--- src/rtl/csr_access_ctrl.sv ---
// CSR read-modify-write initiator: one request at a time through IDLE/READ/WRITE/RESP.
// Optional privilege and read-only checks are enabled by defining CSR_ACC_PRIV_CHECK_EN.
module csr_access_ctrl #(
  parameter int XLEN = 32
) (
  input  logic            clk_free,
  input  logic            rst,
  input  logic            req_valid,
  output logic            req_ready,
  input  logic [1:0]      req_op,
  input  logic [11:0]     req_addr,
  input  logic [XLEN-1:0] req_operand,
  input  logic            req_wen,
  input  logic [1:0]      req_priv,
  output logic            rsp_valid,
  input  logic            rsp_ready,
  output logic [XLEN-1:0] rsp_rdata,
  output logic            rsp_illegal,
  output logic            csr_wr,
  output logic [11:0]     csr_waddr,
  output logic [11:0]     csr_raddr,
  output logic [XLEN-1:0] csr_wdata,
  input  logic [XLEN-1:0] csr_rdata
);

  typedef enum logic [1:0] {
    IDLE  = 2'b00,
    READ  = 2'b01,
    WRITE = 2'b10,
    RESP  = 2'b11
  } state_t;

  state_t          state_reg, state_next;
  logic [11:0]     addr_reg;
  logic [1:0]      op_reg;
  logic [XLEN-1:0] operand_reg;
  logic            wen_reg;
  logic            illegal_reg, illegal_next;
  logic [XLEN-1:0] old_reg;
  logic [XLEN-1:0] new_reg, new_next;
  logic            req_fire;
  logic            rsp_fire;

  assign req_fire = req_valid && req_ready;
  assign rsp_fire = rsp_valid && rsp_ready;

  // Legality is decided once, from the live request fields at acceptance.
  always_comb begin
    illegal_next = (req_op == 2'b00);
`ifdef CSR_ACC_PRIV_CHECK_EN
    if (req_addr[9:8] > req_priv) begin
      illegal_next = 1'b1;
    end
    if ((req_addr[11:10] == 2'b11) && req_wen) begin
      illegal_next = 1'b1;
    end
`endif
  end

`ifndef CSR_ACC_PRIV_CHECK_EN
  logic unused_priv;
  assign unused_priv = ^req_priv;
`endif

  // Per-bit modify step, applied to the value read this cycle.
  genvar gi;
  generate
    for (gi = 0; gi < XLEN; gi++) begin : g_rmw
      assign new_next[gi] = (op_reg == 2'b01) ? operand_reg[gi] :
                            (op_reg == 2'b10) ? (csr_rdata[gi] | operand_reg[gi]) :
                            (op_reg == 2'b11) ? (csr_rdata[gi] & ~operand_reg[gi]) :
                                                csr_rdata[gi];
    end
  endgenerate

  always_ff @(posedge clk_free or posedge rst) begin
    if (rst) begin
      state_reg <= IDLE;
    end else begin
      state_reg <= state_next;
    end
  end

  always_comb begin
    state_next = state_reg;
    unique case (state_reg)
      IDLE:    if (req_fire) state_next = READ;
      READ:    state_next = WRITE;
      WRITE:   state_next = RESP;
      RESP:    if (rsp_fire) state_next = IDLE;
      default: state_next = IDLE;
    endcase
  end

  always_comb begin
    req_ready   = 1'b0;
    rsp_valid   = 1'b0;
    rsp_rdata   = '0;
    rsp_illegal = 1'b0;
    csr_wr      = 1'b0;
    unique case (state_reg)
      IDLE:  req_ready = 1'b1;
      READ:  ;
      WRITE: csr_wr = wen_reg && !illegal_reg;
      RESP: begin
        rsp_valid   = 1'b1;
        rsp_rdata   = old_reg;
        rsp_illegal = illegal_reg;
      end
      default: ;
    endcase
  end

  // Old value is zeroed at capture for illegal requests so RESP just forwards it.
  always_ff @(posedge clk_free or posedge rst) begin
    if (rst) begin
      addr_reg    <= '0;
      op_reg      <= '0;
      operand_reg <= '0;
      wen_reg     <= 1'b0;
      illegal_reg <= 1'b0;
      old_reg     <= '0;
      new_reg     <= '0;
    end else begin
      if (req_fire) begin
        addr_reg    <= req_addr;
        op_reg      <= req_op;
        operand_reg <= req_operand;
        wen_reg     <= req_wen;
        illegal_reg <= illegal_next;
      end
      if (state_reg == READ) begin
        old_reg <= illegal_reg ? '0 : csr_rdata;
        new_reg <= new_next;
      end
    end
  end

  assign csr_raddr = addr_reg;
  assign csr_waddr = addr_reg;
  assign csr_wdata = new_reg;

endmodule
--- config.mk ---
export PLATFORM = sky130hd
export DESIGN_NAME = csr_access_ctrl
export DESIGN_NICKNAME = d
export VERILOG_FILES = /design/src/rtl/csr_access_ctrl.sv
export SDC_FILE = /design/constraint.sdc
export NUM_CORES = 1
export LEC_CHECK = 0
export CAP_MARGIN = 20
export CORE_UTILIZATION = 42
export CTS_BUF_LIST = sky130_fd_sc_hd__clkbuf_8 sky130_fd_sc_hd__clkbuf_16
export DETAILED_ROUTE_END_ITERATION = 16
export PLACE_DENSITY = 0.83
export SLEW_MARGIN = 20
export SYNTH_ARGS = -nofsm -noshare
export SYNTH_HDL_FRONTEND = slang
export SYNTH_SLANG_ARGS = --single-unit
--- constraint.sdc ---
create_clock -name clk_free -period 4.5 [get_ports clk_free]
set_clock_uncertainty 0.2 [all_clocks]
set_input_delay 0.9 -clock clk_free [delete_from_list [all_inputs] [get_ports clk_free]]
set_output_delay 0.9 -clock clk_free [all_outputs]
set_load 0.01 [all_outputs]
# [Word level (Yosys, flattened, before mapping)]
# Index checks and enable logic that the tools add are counted.
[op_classes] n_eq_ne=8 muxes=105 n_bitwise=96 n_reduce_logical=7
[ops] cell="1-bit 2-to-1 mux" n=100
[ops] cell="32-bit 2-to-1 mux" n=2
[ops] cell="1-bit bitwise AND" n=32
[ops] cell="1-bit NOT" n=32
[ops] cell="1-bit bitwise OR" n=32
[ops] cell="2-bit == test, second input constant" n=4
[ops] cell="2-bit case mux with 4 select lines" n=1
[ops] cell="2-bit by 1-bit == test with 1-bit output, second input constant" n=2
[ops] cell="2-bit logical NOT" n=2
[ops] cell="2-bit 2-to-1 mux" n=2
[ops] cell="2-bit != test, second input constant" n=2
[ops] cell="1-bit logical AND" n=3
[ops] cell="2-bit AND reduction" n=1
[ops] cell="1-bit logical NOT" n=1
[word_totals] regBits=114 inputBits=85 output_inout_bits=92

# [Depth between registers and ports, before layout]
[logic_depth] depth_word=5 ltp_mapped=7 ltp_nobuf=5

# [Worst setup path after synthesis]
# OpenSTA, ideal clock, no wires.
[synth_timing] path_kind="reg2out" from="register state_reg[0]" to="output rsp_rdata[10]" arrival_time_ns=1.067 t_required_ns=3.400 path_slack_ns=2.333 stages_incl_launch_ff=4 n_path_buf=1 path_cell_list="dfrtp_1 > ha_1 > clkbuf_1 > and2_1"
[synth_between] elab_chain_cells=2
[synth_rtl] item="from (decl)" line_no="33" source="state_t state_reg, state_next;"
[synth_rtl] item="from (signal assigned)" line_no="80" source="state_reg <= state_next;"
[synth_rtl] item="2-bit == test" line_no="101" source="unique case (state_reg)"
[synth_rtl] item="32-bit 2-to-1 mux" line_no="101"
[synth_rtl] item="to (decl)" line_no="17" source="output logic [XLEN-1:0] rsp_rdata,"
# Every way passes these cells.

# [Worst setup path after layout]
[layout_timing] from="register state_reg[0]" to="output rsp_rdata[21]"
# The elaborated chain is that of the path after synthesis.

==> out/results.tsv <==
metric	value	unit
outcome	completed	
core_area	0.01216	mm^2
peakVddDrop	0.0004118	V
yosys.area_share.simple	0.05928	
path_max_fanout	35	
synthTopCellsByArea	dfrtp_1 (54%), mux2_2 (8.5%), a22o_1 (5.1%), a21oi_1 (4.8%), and2_1 (3.9%)	
path_class	flip-flop to output port	
crit_arrival	2180	ps
fin_crit_sh	0.7279	
rsz0062_at_grt	no	
grt_max_degree	62	
synth_edf_count	0	
synth_top_cell_by_area	dfrtp_1	
io_pins	177	
post_cts_buffers	0	
max_freq	305.3	MHz
finish.utilization	0.6300	
yosys_warnings	0	
gp_congestion	0.7642	
wl_per_cell	18.46	um
cts_buffers	17	
grt_pass1_vias	4373	
drtAntennaViolNets	0	
final_max_slew_viol_count	0	
synth_cells	420	
cts_tree	built	
clk_latency	400	ps
slew_headroom	0.4762	
startpoint_type	flip-flop	
synth_area	0.005298	mm^2
route.detailed.drc	0	
timing.hold.ws	283.8	ps
cp.required	3400	ps
num-nets-final	666	
powerDensity	787.8	mW/mm^2
grt.total_usage	0.2212	
cts_buffer_depth	2	
min_path_type	flip-flop to flip-flop	
timing.final.crit_period	3276	ps
dp_cells	726	
cts.clk_slew.worst_paths	50	ps
synthAdderAreaFrac	0.009447	
tightest_slew	785.6	ps
ys.flop_type	dfrtp_1	
hold_buffers	0	
clock_sinks	114	
htree_levels	4	
end_kind	output port	
drt_wl_total	13990	um
synth_compound_area_frac	0.1941	
maxCapViolations	0	
cts_root_buf	clkbuf_16	
synth.yosys.seq_area_share	0.5385	
total_power	0.006036	W
grt_overflow_total	0	
dp_hpwl	9438	um
drt_pass1_iterations	5	
dieArea	0.01307	mm^2
num_rows	40	
netlist.area_leader.share	0.5385	
muxShareOfSynthArea	0.1077	
synth_top_family_by_area	compound AO/OA/AOI/OAI gates	
stdcell_count	758	
synth_xor_xnor_area_share	0.02976	
fp.dieW	114.3	um
yosysMostFrequentCell	dfrtp_1	
synthToLayoutAreaGrowth	44.64	%
nFillCells	942	
vias	4097	
numPortBuffers	174	
n_antenna_cell	0	
p_leak	3.238	nW
postCtsResizedCells	0	
initial_core_util	0.4356	
setup_violations	0	
syn-num-nets	509	
synthTopCellsByCount	dfrtp_1 (114), a21oi_1 (51), mux2_2 (40), and2_1 (33), a22o_1 (31)	
avgSynthCellArea	12.61	um^2
first_iter_violations	268	
grt_pass1_wl	21980	um
avgViaCountPerCell	5.405	
die_h	114.3	um
synth_cell_types	30	
antenna_found_initial	0	
ys_async_sr_fraction	1.000	
synth_seq_cells	114	
setup_tns	0	ps
drive_gt1_frac	0.1949	
hold_viol_final	0	
where the power goes:
group	switching [W]	internal [W]	total, W	leakage [nW]
registers	0.000366	0.00154	0.00191	1.37
clock network	0.000454	0.00100	0.00146	0.325
logic	0.00123	0.00144	0.00267	1.55
total	0.00205	0.00398	0.00604	3.24
worst paths after layout:
check	startpoint	end	slack, ps	depth (start not counted)
max	state_reg[0]	rsp_rdata[21]	1220	3
min	old_reg[30]	old_reg[30]	280	1
max reg2reg	state_reg[1]	csr_wdata[15]	1910	5
min reg2reg	old_reg[30]	old_reg[30]	280	1
max in group asynchronous	rst	csr_raddr[11]	2550	3
min in group asynchronous	rst	csr_raddr[3]	760	2
per-stage QoR:
stage                     instance area [um^2]  worst slack (ps)
after floorplan                           5298             384.3
after global placement                    7017              1261
after detailed placement                  7017              1207
after CTS                                 7660             776.0
after global routing                      7662              1093
final                                     7662              1224
area by class of cell:
class                   instances  area (um^2)  share of cell area
flip-flops and latches        114         2853              0.3723
multi-input cells             258         2128              0.2778
repair buffers                181         1807              0.2358
clock buffers                  19        452.9             0.05911
well taps                     168        210.2             0.02743
clock inverters                13        190.2             0.02482
inverters                       5        21.27            0.002776
critical path: stages, from the launching register on:
cell	delay [ps]
dfrtp_1	390
ha_2	590
and2_1	230
clkdlybuf4s50_1	550
layout by cell type (no fill, tap or decap), drive strengths merged, types with 4 or more instances in the layout:
master         Yosys  routed
mux2              48      48
inv                5       7
a21oi             51      51
bufinv             0       5
nand2             18      18
a22o              31      31
o22ai             18      18
clkbuf             8      19
buf               35       7
o2bb2ai           15      15
clkinv             0       5
o31ai             15      15
dfrtp            114     114
xor2              18      18
ha                 4       4
clkdlybuf4s50      0     174
and2              34      34
per-layer routing:
metal | vias to the layer above | wire length [um] | track usage
met4 | 0 | 323 | 0.08312
li1 | 1831 | - | -
met2 | 187 | 7059 | 0.3830
met5 | - | 0 | 0
met3 | 31 | 955 | 0.06882
met1 | 2048 | 5653 | 0.2570
logic make-up (layout without fill, tap and decap cells):
| group | Yosys count | after routing |
|---|---|---|
| adder cells (fa/ha/maj) | 4 | 4 |
| AO/OA/AOI/OAI | 131 | 131 |
| AND/OR/NAND/NOR | 57 | 57 |
| XOR/XNOR | 18 | 18 |
| multiplexers | 48 | 48 |
| buffers and inverters | 48 | 218 |
| flip-flops | 114 | 114 |
(Power assumes the default switching activity.)
